==> src/rtl/alu_pkg.sv <==
// rtl/alu_pkg.sv - shared opcode constants and FSM state encoding for the serial ALU
package alu_pkg;

  localparam logic [1:0] OP_ADD = 2'b00;
  localparam logic [1:0] OP_SUB = 2'b01;
  localparam logic [1:0] OP_AND = 2'b10;
  localparam logic [1:0] OP_OR  = 2'b11;

  typedef enum logic [1:0] {
    IDLE = 2'b00,
    RUN  = 2'b01,
    DONE = 2'b10
  } state_t;

endpackage

==> src/rtl/alu_bit_slice.sv <==
// rtl/alu_bit_slice.sv - one-bit combinational ALU slice (add/sub/and/or)
module alu_bit_slice
  import alu_pkg::*;
(
  input  logic       x0,
  input  logic       x1,
  input  logic       cin,
  input  logic [1:0] s,
  output logic       r,
  output logic       co
);

  logic y;

  // Subtraction is a + ~b + 1; the +1 arrives as the initial carry-in.
  always_comb begin
    y  = (s == OP_SUB) ? ~x1 : x1;
    r  = 1'b0;
    co = 1'b0;
    case (s)
      OP_ADD, OP_SUB: begin
        r  = x0 ^ y ^ cin;
        co = (x0 & y) | (x0 & cin) | (y & cin);
      end
      OP_AND: r = x0 & x1;
      OP_OR:  r = x0 | x1;
      default: r = 1'b0;
    endcase
  end

endmodule

==> src/rtl/serial_alu_ctrl.sv <==
// rtl/serial_alu_ctrl.sv - bit-serial ALU with valid/ready handshake; optional zero flag via SERIAL_ALU_ZFLAG_EN
module serial_alu_ctrl
  import alu_pkg::*;
#(
  parameter int WIDTH = 8
)(
  input  logic             clk,
  input  logic             rst,
  input  logic             in_valid,
  output logic             in_ready,
  input  logic [1:0]       s,
  input  logic [WIDTH-1:0] a,
  input  logic [WIDTH-1:0] b,
  output logic             out_valid,
  input  logic             out_ready,
  output logic [WIDTH-1:0] R,
  output logic             cout
`ifdef SERIAL_ALU_ZFLAG_EN
  ,output logic            zero
`endif
);

  localparam int CW = (WIDTH > 2) ? $clog2(WIDTH) : 1;

  state_t          state, state_nxt;
  logic [1:0]      op;
  logic [WIDTH-1:0] ra, rb;
  logic [CW-1:0]   cnt;
  logic            carry;
  logic            slice_r, slice_co;
  logic            last;
  logic            cout_fin;

  assign last = (cnt == CW'(WIDTH - 1));

  // Operands are shifted right each RUN cycle so the slice always sees bit 0.
  alu_bit_slice u_slice (
    .x0  (ra[0]),
    .x1  (rb[0]),
    .cin (carry),
    .s   (op),
    .r   (slice_r),
    .co  (slice_co)
  );

  // Final carry-out becomes a borrow for SUB and is meaningless for logic ops.
  always_comb begin
    cout_fin = 1'b0;
    case (op)
      OP_ADD:  cout_fin = slice_co;
      OP_SUB:  cout_fin = ~slice_co;
      default: cout_fin = 1'b0;
    endcase
  end

  // State register.
  always_ff @(posedge clk or posedge rst) begin
    if (rst) state <= IDLE;
    else     state <= state_nxt;
  end

  // Next-state and handshake outputs; in_ready is low in DONE so a consume edge never also accepts.
  always_comb begin
    state_nxt = state;
    in_ready  = 1'b0;
    out_valid = 1'b0;
    case (state)
      IDLE: begin
        in_ready = 1'b1;
        if (in_valid) state_nxt = RUN;
      end
      RUN: begin
        if (last) state_nxt = DONE;
      end
      DONE: begin
        out_valid = 1'b1;
        if (out_ready) state_nxt = IDLE;
      end
      default: state_nxt = IDLE;
    endcase
  end

  // Datapath: latch request on accept, then shift one result bit in from the top per RUN cycle.
  always_ff @(posedge clk or posedge rst) begin
    if (rst) begin
      op    <= OP_ADD;
      ra    <= '0;
      rb    <= '0;
      cnt   <= '0;
      carry <= 1'b0;
      R     <= '0;
      cout  <= 1'b0;
    end else begin
      case (state)
        IDLE: begin
          if (in_valid) begin
            op    <= s;
            ra    <= a;
            rb    <= b;
            cnt   <= '0;
            carry <= (s == OP_SUB);
            cout  <= 1'b0;
          end
        end
        RUN: begin
          R     <= {slice_r, R[WIDTH-1:1]};
          ra    <= ra >> 1;
          rb    <= rb >> 1;
          carry <= slice_co;
          cnt   <= cnt + CW'(1);
          if (last) cout <= cout_fin;
        end
        default: ;
      endcase
    end
  end

`ifdef SERIAL_ALU_ZFLAG_EN
  assign zero = (state == DONE) && (R == '0);
`endif

endmodule

==> config.mk <==
export PLATFORM = sky130hd
export DESIGN_NAME = serial_alu_ctrl
export DESIGN_NICKNAME = d
export VERILOG_FILES = /design/src/rtl/alu_pkg.sv /design/src/rtl/alu_bit_slice.sv /design/src/rtl/serial_alu_ctrl.sv
export SDC_FILE = /design/constraint.sdc
export NUM_CORES = 1
export LEC_CHECK = 0
export CAP_MARGIN = 20
export CORE_ASPECT_RATIO = 0.6
export CORE_UTILIZATION = 25
export CTS_CLUSTER_DIAMETER = 150
export DETAILED_ROUTE_END_ITERATION = 10
export SYNTH_ARGS = -nofsm -noshare
export SYNTH_HDL_FRONTEND = slang
export SYNTH_SLANG_ARGS = --single-unit
==> constraint.sdc <==
create_clock -name clk -period 3.2 [get_ports clk]
set_input_delay 0.64 -clock clk [delete_from_list [all_inputs] [get_ports clk]]
set_output_delay 0.64 -clock clk [all_outputs]
set_load 0.01 [all_outputs]
Word level (Yosys, flattened, before mapping) --
Cells that the tools add are included.
Storage, ports and cells: register bits after elaboration 33, output and inout port bits 11, logic and storage cells 59
Operators by class: add/subtract/negate cells 1, eq/ne operators 10, muxes and demuxes 21, bitwise operators 11, reductions and logical operators 8
Operator list (count):
- $pmux 8 s2 | 2
- $mux 8 | 2
- $mux 1 | 7
- $eq 2x1->1 const B | 3
- $eq 2x2->1 const B | 3
- $mux 2 | 3
- $ne 2x2->1 const B | 3
- $pmux 1 s2 | 3
- $pmux 2 s3 | 1
- $pmux 3 s2 | 1
- $reduce_and 3->1 | 2
- $and 1x1->1 | 4
- $logic_not 2->1 | 2
- $reduce_and 2->1 | 2
- $add 3x1->3 const B | 1
- $eq 3x3->1 const B | 1
- $mux 3 | 1
- $or 1x1->1 | 3
- $pmux 1 s3 | 1
- $not 1->1 | 2
- $reduce_bool 2->1 | 1
- $reduce_or 2->1 | 1
- $xor 1x1->1 | 2

Depth between registers and ports, before layout --
word-level depth 10, depth in mapped cells 5, gate-level depth less buffers 5

Hierarchy --
From an unflattened synthesis, not the netlist that was laid out.
Second synthesis, totals: cell total of the unflattened synthesis 151, area, all modules 1581.5 µm²
Modules (own cells, without submodules):
- serial_alu_ctrl | times used 1, cells each 143, area an instance 1520.2 µm²
- alu_bit_slice | times used 1, cells each 8, area an instance 61.3 µm²

Worst setup path before layout --
OpenSTA, ideal clock, no wires.
kind in2reg, start point input in_valid, end point register rb[0], setup time 0.121 ns, arrival 1.383 ns, data required time 3.079 ns, path slack 1.696 ns, cell stages on the path 5, path buffers 2, path through or3b_1 buf_6 buf_12 nand3_2 nand3_2
Between the ends: longest elaborated chain between the ends 2
Ends and longest elaborated chain:
- from (decl) | RTL line serial_alu_ctrl.sv:9 | input logic in_valid,
- $ne 2x2->1 (no line)
- $reduce_and 2->1 (no line)
- to (signal assigned) | RTL line serial_alu_ctrl.sv:108 | rb <= rb >> 1;
- to (decl) | RTL line serial_alu_ctrl.sv:27 | logic [WIDTH-1:0] ra, rb;
No other way between the ends. A chain may end at the register's enable or synchronous reset.

Worst setup path after layout --
start point register state[0], end point output out_valid
Between the ends: longest elaborated chain between the ends 2
Ends and longest elaborated chain:
- from (decl) | RTL line serial_alu_ctrl.sv:25 | state_t state, state_nxt;
- from (signal assigned) | RTL line serial_alu_ctrl.sv:59 | else state <= state_nxt;
- $eq 2x2->1 | RTL line serial_alu_ctrl.sv:67 | case (state)
- $mux 1 | RTL line serial_alu_ctrl.sv:67
- to (decl) | RTL line serial_alu_ctrl.sv:14 | output logic out_valid,
No other way between the ends.

==> results.yml <==
setup_path:
  required_ps: 2560
  critical_path_class: "reg -> out"
  crit_arrival_ps: 1500
  timing.rr.start: "state[0]"
  crit_path_start: "state[0]"
  setup.worst_path.start_class: "flop"
  critPathMaxFanout: 7
  cp-end-kind: "output pin"
synthesis:
  yosysWarnings: 0
  syn_area_per_cell_um2: 9.50
  synth_fp_nets: 194
  synth_top_cell_by_area: "dfrtp_1"
  yosys-top-cells-area: "dfrtp_1 (51%), nand2_1 (15%), nand3_2 (11%)"
  synth_seq_cells: 33
  synth_area_mm2: 0.00161
  yosysSeqAreaShare_pct: 51.4
  synth_top_area_share_pct: 51.4
  ys_types: 23
  synth_cells: 169
sta:
  min_period_ps: 2140
  finalHoldViolCount: 0
  fin_setup_tns_ps: 0
  tightest_slew_ps: 1020
  hold_slack_ps: 477
  relSlewSlack_pct: 32.1
  final-max-slew-violation-count: 0
  min_period_over_period_pct: 66.8
  fin_worst_skew_ps: 7.93
  rsz0062_at_grt: "false"
  max_freq_mhz: 468
  setup_violations: 0
cts:
  postCtsSetupRepairBufs: 0
  cts_buffer_depth: 2
  clk_latency_ps: 290
  cts_tree: "yes"
  cts_made_buffers: 5
  cts.sinks: 33
  htree_levels: 2
  cts_resized: 0
  holdBufCountCts: 0
  cts.clk_slew.worst_paths_ps: 70
  root_buffer: "clkbuf_8"
place:
  dp_hpwl_um: 2310
  port_buffers: 32
  place.gp.congestion: 0.682
route:
  drcViolationCount: 0
  wl_per_cell_um: 11.9
  vias: 1199
  postRouteAntennaNets: 0
  first_pass_iters: 4
  vias_per_cell: 4.18
  wl_um: 3430
  drt_first_iter_violations: 72
final_layout:
  seq_area_um2: 826
  multi_input_area_um2: 689
  syn_to_final_growth_pct: 29.1
  n_antenna_cell: 0
  fillers: 653
  drive_gt1_share_pct: 14.3
  nets: 228
global_routing:
  globalRoute.totalOverflow: 0
  grt_pass1_wl_um: 5770
  antenna_found_initial: 0
  grt_pass1_vias: 1178
  grt_usage_pct: 11.3
  grt_max_degree: 31
power_and_ir_drop:
  ir_drop_mv: 0.245
  powerDensity_mw_per_mm2: 900
  p_leak_uw: 0.000961
floorplanning:
  die_h_um: 64.1
  core_area_mm2: 0.00617
  initial_core_util_pct: 26.0
  die_w_um: 105
  die_area_mm2: 0.00676
  ios: 33
  rows: 22
job:
  max_cap_violations: 0
run_status:
  outcome: "completed"
hold_path:
  min_path_type: "reg -> reg"
  min_from: "R[0]"
critical path, cell delays in order, from the launching register on:
cell	delay (ps)
dfrtp_1	450
nand2b_1	190
inv_1	60
clkdlybuf4s50_1	520
worst paths after layout:
kind / to / slack, ps / depth (start not counted)
setup / recovery: out_valid / 1060 / 3
hold / removal: R[0] / 480 / 2
setup reg to reg: rb[6] / 1490 / 3
hold reg to reg: R[0] / 480 / 2
max in group asynchronous: rb[7] / 1790 / 3
min in group asynchronous: op[1] / 790 / 2
per-stage QoR:
step / worst slack [ps] / std cells / total power [uW] / instance area, um^2 / utilization [%]
3_5_place_dp: 832 / 280 / 1570 / 1990 / 32.2
2_1_floorplan: 1700 / 169 / 1320 / 1610 / -
6_report: 1060 / 287 / 1870 / 2070 / 33.6
3_3_place_gp: 842 / 280 / 1550 / 1990 / 32.2
4_1_cts: 1050 / 287 / 1900 / 2070 / 33.6
5_1_grt: 960 / 287 / 2030 / 2070 / 33.6
final cells by class:
| type | count | share of cell area [%] |
|---|---|---|
| Inverter | 2 | 0.362 |
| Sequential cell | 33 | 39.9 |
| Timing Repair Buffer | 37 | 17.3 |
| Tap cell | 84 | 5.07 |
| Multi-Input combinational cell | 124 | 33.3 |
| Clock buffer | 7 | 4.17 |
cell families (layout without fill, tap and decap cells):
family	Yosys count	count (layout)	synth area share [%]
fa+ha+maj	3	3	2.81
compound gates	7	7	2.34
buf+inv	12	46	5.61
xor+xnor	2	2	1.09
flops	33	33	51.4
simple gates	112	112	36.7
synth_stat cells:
library cell	count
o21ai_0	5
or2b_1	1
o21ai_1	1
xnor2_1	2
buf_6	3
nor3b_2	1
inv_1	2
buf_12	1
fa_1	1
nor2b_1	1
nand3_1	19
ha_1	2
dfrtp_1	33
nand2b_1	2
or3b_1	1
buf_2	5
and3_1	1
nand2_1	65
o31ai_1	1
nand3b_1	3
clkbuf_1	1
nor2_1	1
nand3_2	17
power breakdown:
group          internal [uW]  switching [uW]
Sequential               608             148
Combinational            355             434
Clock                    171             150
Total                   1130             732
sequential cells by signal (all words and copies together) (netlist names):
register	count
cnt	3
carry	1
ra	8
cout	1
R	8
op	2
state	2
rb	8
metal layers:
layer / up-vias / track usage, % / part of all wire, %
li1: 618 / - / -
met1: 552 / 16.0 / 53
met2: 23 / 15.7 / 40
met3: 6 / 4.29 / 5.5
met4: 0 / 3.70 / 0.99
met5: - / 0 / 0
cell usage in the layout (no fill, tap or decap):
cell	instances
clkdlybuf4s50_1	32
nand3_1	19
nand2_1	65
clkbuf_8	6
o21ai_0	5
dfrtp_1	33
nand3_2	17
buf_4	5
and3_1	1
o21ai_1	1
xnor2_1	2
or2b_1	1
nand3b_1	3
nor3b_2	1
nor2_1	1
ha_1	2
inv_1	2
fa_1	1
o31ai_1	1
or3b_1	1
nor2b_1	1
clkbuf_1	1
nand2b_1	2
(Power assumes the default switching activity.)
